===== config.mk =====
export PLATFORM = sky130hd
export DESIGN_NAME = dmem_arbiter
export DESIGN_NICKNAME = d
export VERILOG_FILES = /design/src/rtl/dmem_arbiter.sv
export SDC_FILE = /design/constraint.sdc
export NUM_CORES = 1
export LEC_CHECK = 0
export BUFFER_PORTS_ARGS = -buffer_cell sky130_fd_sc_hd__clkbuf_2
export CORE_AREA = 3 3 117 119
export CTS_CLUSTER_SIZE = 8
export DETAILED_ROUTE_END_ITERATION = 12
export DIE_AREA = 0 0 120 122
export PLACE_DENSITY_LB_ADDON = 0.25
export SYNTH_ARGS = -nofsm -noshare
export SYNTH_HDL_FRONTEND = slang
export SYNTH_SLANG_ARGS = --single-unit

===== constraint.sdc =====
create_clock -name clk -period 2.4 [get_ports clk]
set_input_delay 0.72 -clock clk [delete_from_list [all_inputs] [get_ports clk]]
set_output_delay 0.72 -clock clk [all_outputs]
set_load 0.01 [all_outputs]

===== src/rtl/dmem_arbiter.sv =====
// Data-memory arbiter: CPU memory stage vs. debug/loader port, single-port RAM.
// Optional starvation guard for the debug port: define DMEM_ARB_STARVE_GUARD_EN.
module dmem_arbiter #(
  parameter int unsigned ADDR_W     = 32,
  parameter int unsigned DATA_W     = 32,
  parameter int unsigned READ_LAT   = 1,
  parameter int unsigned STARVE_MAX = 8
) (
  input  logic              clk,
  input  logic              reset,
  input  logic              cpu_req,
  input  logic              cpu_we,
  input  logic [ADDR_W-1:0] cpu_addr,
  input  logic [DATA_W-1:0] cpu_wdata,
  output logic [DATA_W-1:0] cpu_rdata,
  output logic              cpu_rvalid,
  output logic              cpu_stall,
  input  logic              dbg_req,
  input  logic              dbg_we,
  input  logic [ADDR_W-1:0] dbg_addr,
  input  logic [DATA_W-1:0] dbg_wdata,
  output logic              dbg_gnt,
  output logic [DATA_W-1:0] dbg_rdata,
  output logic              dbg_rvalid,
  output logic              mem_en,
  output logic [3:0]        mem_we,
  output logic [ADDR_W-1:0] mem_addr,
  output logic [DATA_W-1:0] mem_wdata,
  input  logic [DATA_W-1:0] mem_rdata
);

  typedef enum logic {IDLE, RD_WAIT} state_t;

  state_t            state_q, state_d;
  logic              owner_q, owner_d;   // 1 = debug owns the outstanding read
  logic [1:0]        cnt_q, cnt_d;
  logic [DATA_W-1:0] cpu_rdata_q, cpu_rdata_d;
  logic [DATA_W-1:0] dbg_rdata_q, dbg_rdata_d;
  logic              cpu_rvalid_q, cpu_rvalid_d;
  logic              dbg_rvalid_q, dbg_rvalid_d;

  logic              cpu_eligible;
  logic              dbg_force;
  logic              cpu_win;
  logic              dbg_win;

`ifdef DMEM_ARB_STARVE_GUARD_EN
  localparam int unsigned ST_W = $clog2(STARVE_MAX + 1);

  logic [ST_W-1:0] starve_q, starve_d;

  assign dbg_force = dbg_req && (starve_q == ST_W'(STARVE_MAX));

  always_comb begin
    starve_d = starve_q;
    if (!dbg_req || dbg_gnt) begin
      starve_d = '0;
    end else if (cpu_win && (starve_q < ST_W'(STARVE_MAX))) begin
      starve_d = starve_q + ST_W'(1);
    end
  end

  always_ff @(posedge clk) begin
    if (reset) begin
      starve_q <= '0;
    end else begin
      starve_q <= starve_d;
    end
  end
`else
  assign dbg_force = 1'b0;
`endif

  // A request still held while its rvalid is showing has already been served.
  assign cpu_eligible = cpu_req && !cpu_rvalid_q;

  always_comb begin
    state_d      = state_q;
    owner_d      = owner_q;
    cnt_d        = cnt_q;
    cpu_rdata_d  = cpu_rdata_q;
    dbg_rdata_d  = dbg_rdata_q;
    cpu_rvalid_d = 1'b0;
    dbg_rvalid_d = 1'b0;
    cpu_win      = 1'b0;
    dbg_win      = 1'b0;
    cpu_stall    = 1'b0;
    dbg_gnt      = 1'b0;
    mem_en       = 1'b0;
    mem_we       = '0;
    mem_addr     = '0;
    mem_wdata    = '0;

    case (state_q)
      IDLE: begin
        cpu_win = cpu_eligible && !dbg_force;
        dbg_win = dbg_req && !cpu_win;
        if (cpu_win) begin
          mem_en    = 1'b1;
          mem_we    = {4{cpu_we}};
          mem_addr  = cpu_addr;
          mem_wdata = cpu_wdata;
          if (!cpu_we) begin
            state_d   = RD_WAIT;
            owner_d   = 1'b0;
            cnt_d     = 2'(READ_LAT);
            cpu_stall = 1'b1;
          end
        end else if (dbg_win) begin
          mem_en    = 1'b1;
          mem_we    = {4{dbg_we}};
          mem_addr  = dbg_addr;
          mem_wdata = dbg_wdata;
          dbg_gnt   = 1'b1;
          cpu_stall = cpu_eligible;
          if (!dbg_we) begin
            state_d = RD_WAIT;
            owner_d = 1'b1;
            cnt_d   = 2'(READ_LAT);
          end
        end
      end
      RD_WAIT: begin
        cnt_d     = cnt_q - 2'd1;
        cpu_stall = owner_q ? cpu_req : 1'b1;
        if (cnt_q == 2'd1) begin
          state_d = IDLE;
          if (owner_q) begin
            dbg_rdata_d  = mem_rdata;
            dbg_rvalid_d = 1'b1;
          end else begin
            cpu_rdata_d  = mem_rdata;
            cpu_rvalid_d = 1'b1;
          end
        end
      end
      default: state_d = IDLE;
    endcase

    // Nothing is issued or stalled while reset is being applied.
    if (reset) begin
      cpu_stall = 1'b0;
      dbg_gnt   = 1'b0;
      mem_en    = 1'b0;
      mem_we    = '0;
      mem_addr  = '0;
      mem_wdata = '0;
    end
  end

  always_ff @(posedge clk) begin
    if (reset) begin
      state_q      <= IDLE;
      owner_q      <= 1'b0;
      cnt_q        <= '0;
      cpu_rdata_q  <= '0;
      dbg_rdata_q  <= '0;
      cpu_rvalid_q <= 1'b0;
      dbg_rvalid_q <= 1'b0;
    end else begin
      state_q      <= state_d;
      owner_q      <= owner_d;
      cnt_q        <= cnt_d;
      cpu_rdata_q  <= cpu_rdata_d;
      dbg_rdata_q  <= dbg_rdata_d;
      cpu_rvalid_q <= cpu_rvalid_d;
      dbg_rvalid_q <= dbg_rvalid_d;
    end
  end

  assign cpu_rdata  = cpu_rdata_q;
  assign cpu_rvalid = cpu_rvalid_q;
  assign dbg_rdata  = dbg_rdata_q;
  assign dbg_rvalid = dbg_rvalid_q;

endmodule


==> reports/results.ini <==
[final_layout]
drive_gt1_frac = 0.496
final_cell_count_no_fill = 880
seq_area_sq_um = 1400
layout.nets = 870
final_cell_mix = clkbuf_2, nand2_1, dfxtp_1
design_area_sq_um = 5500
multi_input_area_sq_um = 1610
fillers = 1307
diodes = 0
mostFrequentLayoutCell = clkbuf_2
syn_to_final_growth_pct = 67.5

[floorplanning]
die-area_sq_um = 14600
initial_utilization = 0.259
coreArea_sq_um = 12700
die_y_um = 122
rows = 41
ios = 303
die_w_um = 120

[setup_path]
arrival_ns = 1.76
cp_top_family = simple AND/OR/NAND/NOR gates
cp_slowest_cell = and3_4
crit_required_ns = 1.68
crit_fanout = 20
crit_path_end_kind = output pin
path_cells = buf_8, nor2_4, and3_4, buf_12, a22o_1, buf_2
worstSetupStartpointType = primary input
criticalPathCategory = primary input to output pin
cp_num_buf_inv = 3
max_stage_delay_ns = 0.33

[placement]
place_area_sq_um = 4960
gp_congestion = 0.856
dp_slack_ns = -0.163
dp.cells = 856
hpwl_um = 11800
portBuffers = 302

[global_routing]
track_usage = 0.189
grt_pass1_vias = 3941
gr-total-overflow = 0
grt_pass1_wl_um = 21700
grt_max_degree = 63
antenna_found_initial = 2

[yosys]
synth_area_leaders = dfxtp_1, a22o_1, nand2_1
yosys_warnings = 0
syn-instance-count = 401
synth.cell_area_sq_um = 3280
ys_ff_latch = 70
synth_top_area_frac = 0.427
syn_area_per_cell_sq_um = 8.19
syn-num-nets = 568
yosysTopAreaCell = dfxtp_1
synth_cell_types = 29
seq_area_frac_synth = 0.427

[clock_tree]
clk_latency_ns = 0.32
cts_tree = done
cts_htree_levels = 3
cts.sinks = 70
numCtsBuffers = 9
clk_root_buffer_cell = clkbuf_16
clock_path_buffers = 2
clkTransAtPathRegs_ns = 0.06

[run]
drv_cap = 0

[status]
violations = negative setup slack
outcome = finished, violations left

[hold_path]
hp-class = flip-flop to flip-flop

[sta]
fin_hold_ws_ns = 0.454
drv_slew = 0
finalCritPeriodShare = 1.03
max_slew.worst_pin.slew_ns = 0.682
skew_ns = 0.00679
rsz0062_at_grt = yes
finalSetupViolations = 62
hold_viol = 0
timing.final.ws_setup_ns = -0.0814
relSlewSlack = 0.544
period_needed_ns = 2.48
max_freq_ghz = 0.403

[routing]
routed.top_layer = met5
drt-wirelength-per-cell_um = 17.7
dr_wl_met3_um = 1840
ant_nets = 0
vias = 4165
drtPass1Iterations = 4
finalWirelength_um = 15500
drt_iter0_drc = 306
drcViolationCount = 0
wl_met1_um = 6520
met2_length_um = 6930
vias_per_cell = 4.73

[pwr]
power.density_nw_per_um2 = 578
ir_drop_mv = 0.360
cellLeakagePower_uw = 0.00273

flip-flops by register name, summed over array words and instances, names as in the netlist:
| name | cells |
|---|---|
| state_q | 1 |
| dbg_rdata | 32 |
| cpu_rdata | 32 |
| cpu_rvalid | 1 |
| dbg_rvalid | 1 |
| owner_q | 1 |
| cnt_q | 2 |
where the power goes:
part	internal, uW	leakage (uW)	total, uW	switching (uW)
sequential	1190	0.000566	1210	19.8
combinational	322	0.00203	649	327
clock	833	0.000142	1320	488
total	2350	0.00273	3180	835
synthesized netlist by cell type, drive strengths merged:
library cell    n
a22o           64
nor2b           1
nand3b          2
a21boi          1
buf            28
ha              1
nor2            4
o21a            2
nand3           2
a21oi          67
a41oi           1
o41ai           1
inv             2
nand2         130
nor3            1
and3            2
mux2i           1
dfxtp          70
o21ai           2
nand2b          4
o31a            1
and3b           2
clkbuf         12
worst register-to-register path, stage by stage, from the launching register on:
cell and delay, ns:
dfxtp_1 0.44, buf_4 0.23, nand3_1 0.51, buf_12 0.38, nand2_1 0.08, a21oi_1 0.06
through the flow:
step	util	TNS, ns	total power, uW
floorplan	-	0	1520
global placement	0.391	-5.70	1830
detailed placement	0.391	-6.89	1840
CTS	0.421	-1.97	3180
global route	0.434	-4.78	3330
finish	0.434	-2.30	3180
path summary, 6_finish.rpt:
path,startpoint,end,slack (ns),cells after the start
worst min-delay path,cpu_rdata[4],cpu_rdata[4],0.45,2
worst max register to register,state_q,dbg_rdata[27],0.55,5
worst min register to register,cpu_rdata[4],cpu_rdata[4],0.45,2
worst max-delay path,reset,mem_addr[12],-0.08,6
area by class of cell:
cell class,instances,share of cell area
well taps,172,0.0391
clock inverters,5,0.0107
clock buffers,11,0.0441
flip-flops and latches,70,0.255
inverters,2,0.00136
multi-input cells,289,0.293
repair buffers,331,0.357
repair_timing:
action | 4_1_cts | 5_1_grt
resized for setup | 11 | 62
setup endpoints to repair | 64 | 68
hold buffers | 0 | 0
gates cloned | 0 | 6
setup buffers | 2 | 0
pin swaps | 15 | 4
per-layer routing:
| layer | global-route usage | vias up |
|---|---|---|
| li1 | - | 2003 |
| met1 | 0.246 | 1932 |
| met2 | 0.288 | 210 |
| met3 | 0.0803 | 16 |
| met4 | 0.0544 | 4 |
| met5 | 0 | - |
cells by family (layout without fill, tap and decap cells):
kind of cell	after synthesis	count (layout)	synth area share
buf+inv	42	349	0.0857
compound gates	139	139	0.293
simple gates	148	148	0.187
flops	70	70	0.427
fa+ha+maj	1	1	0.00381
mux	1	1	0.00305
Note: power is estimated with default switching activity, not from simulation.
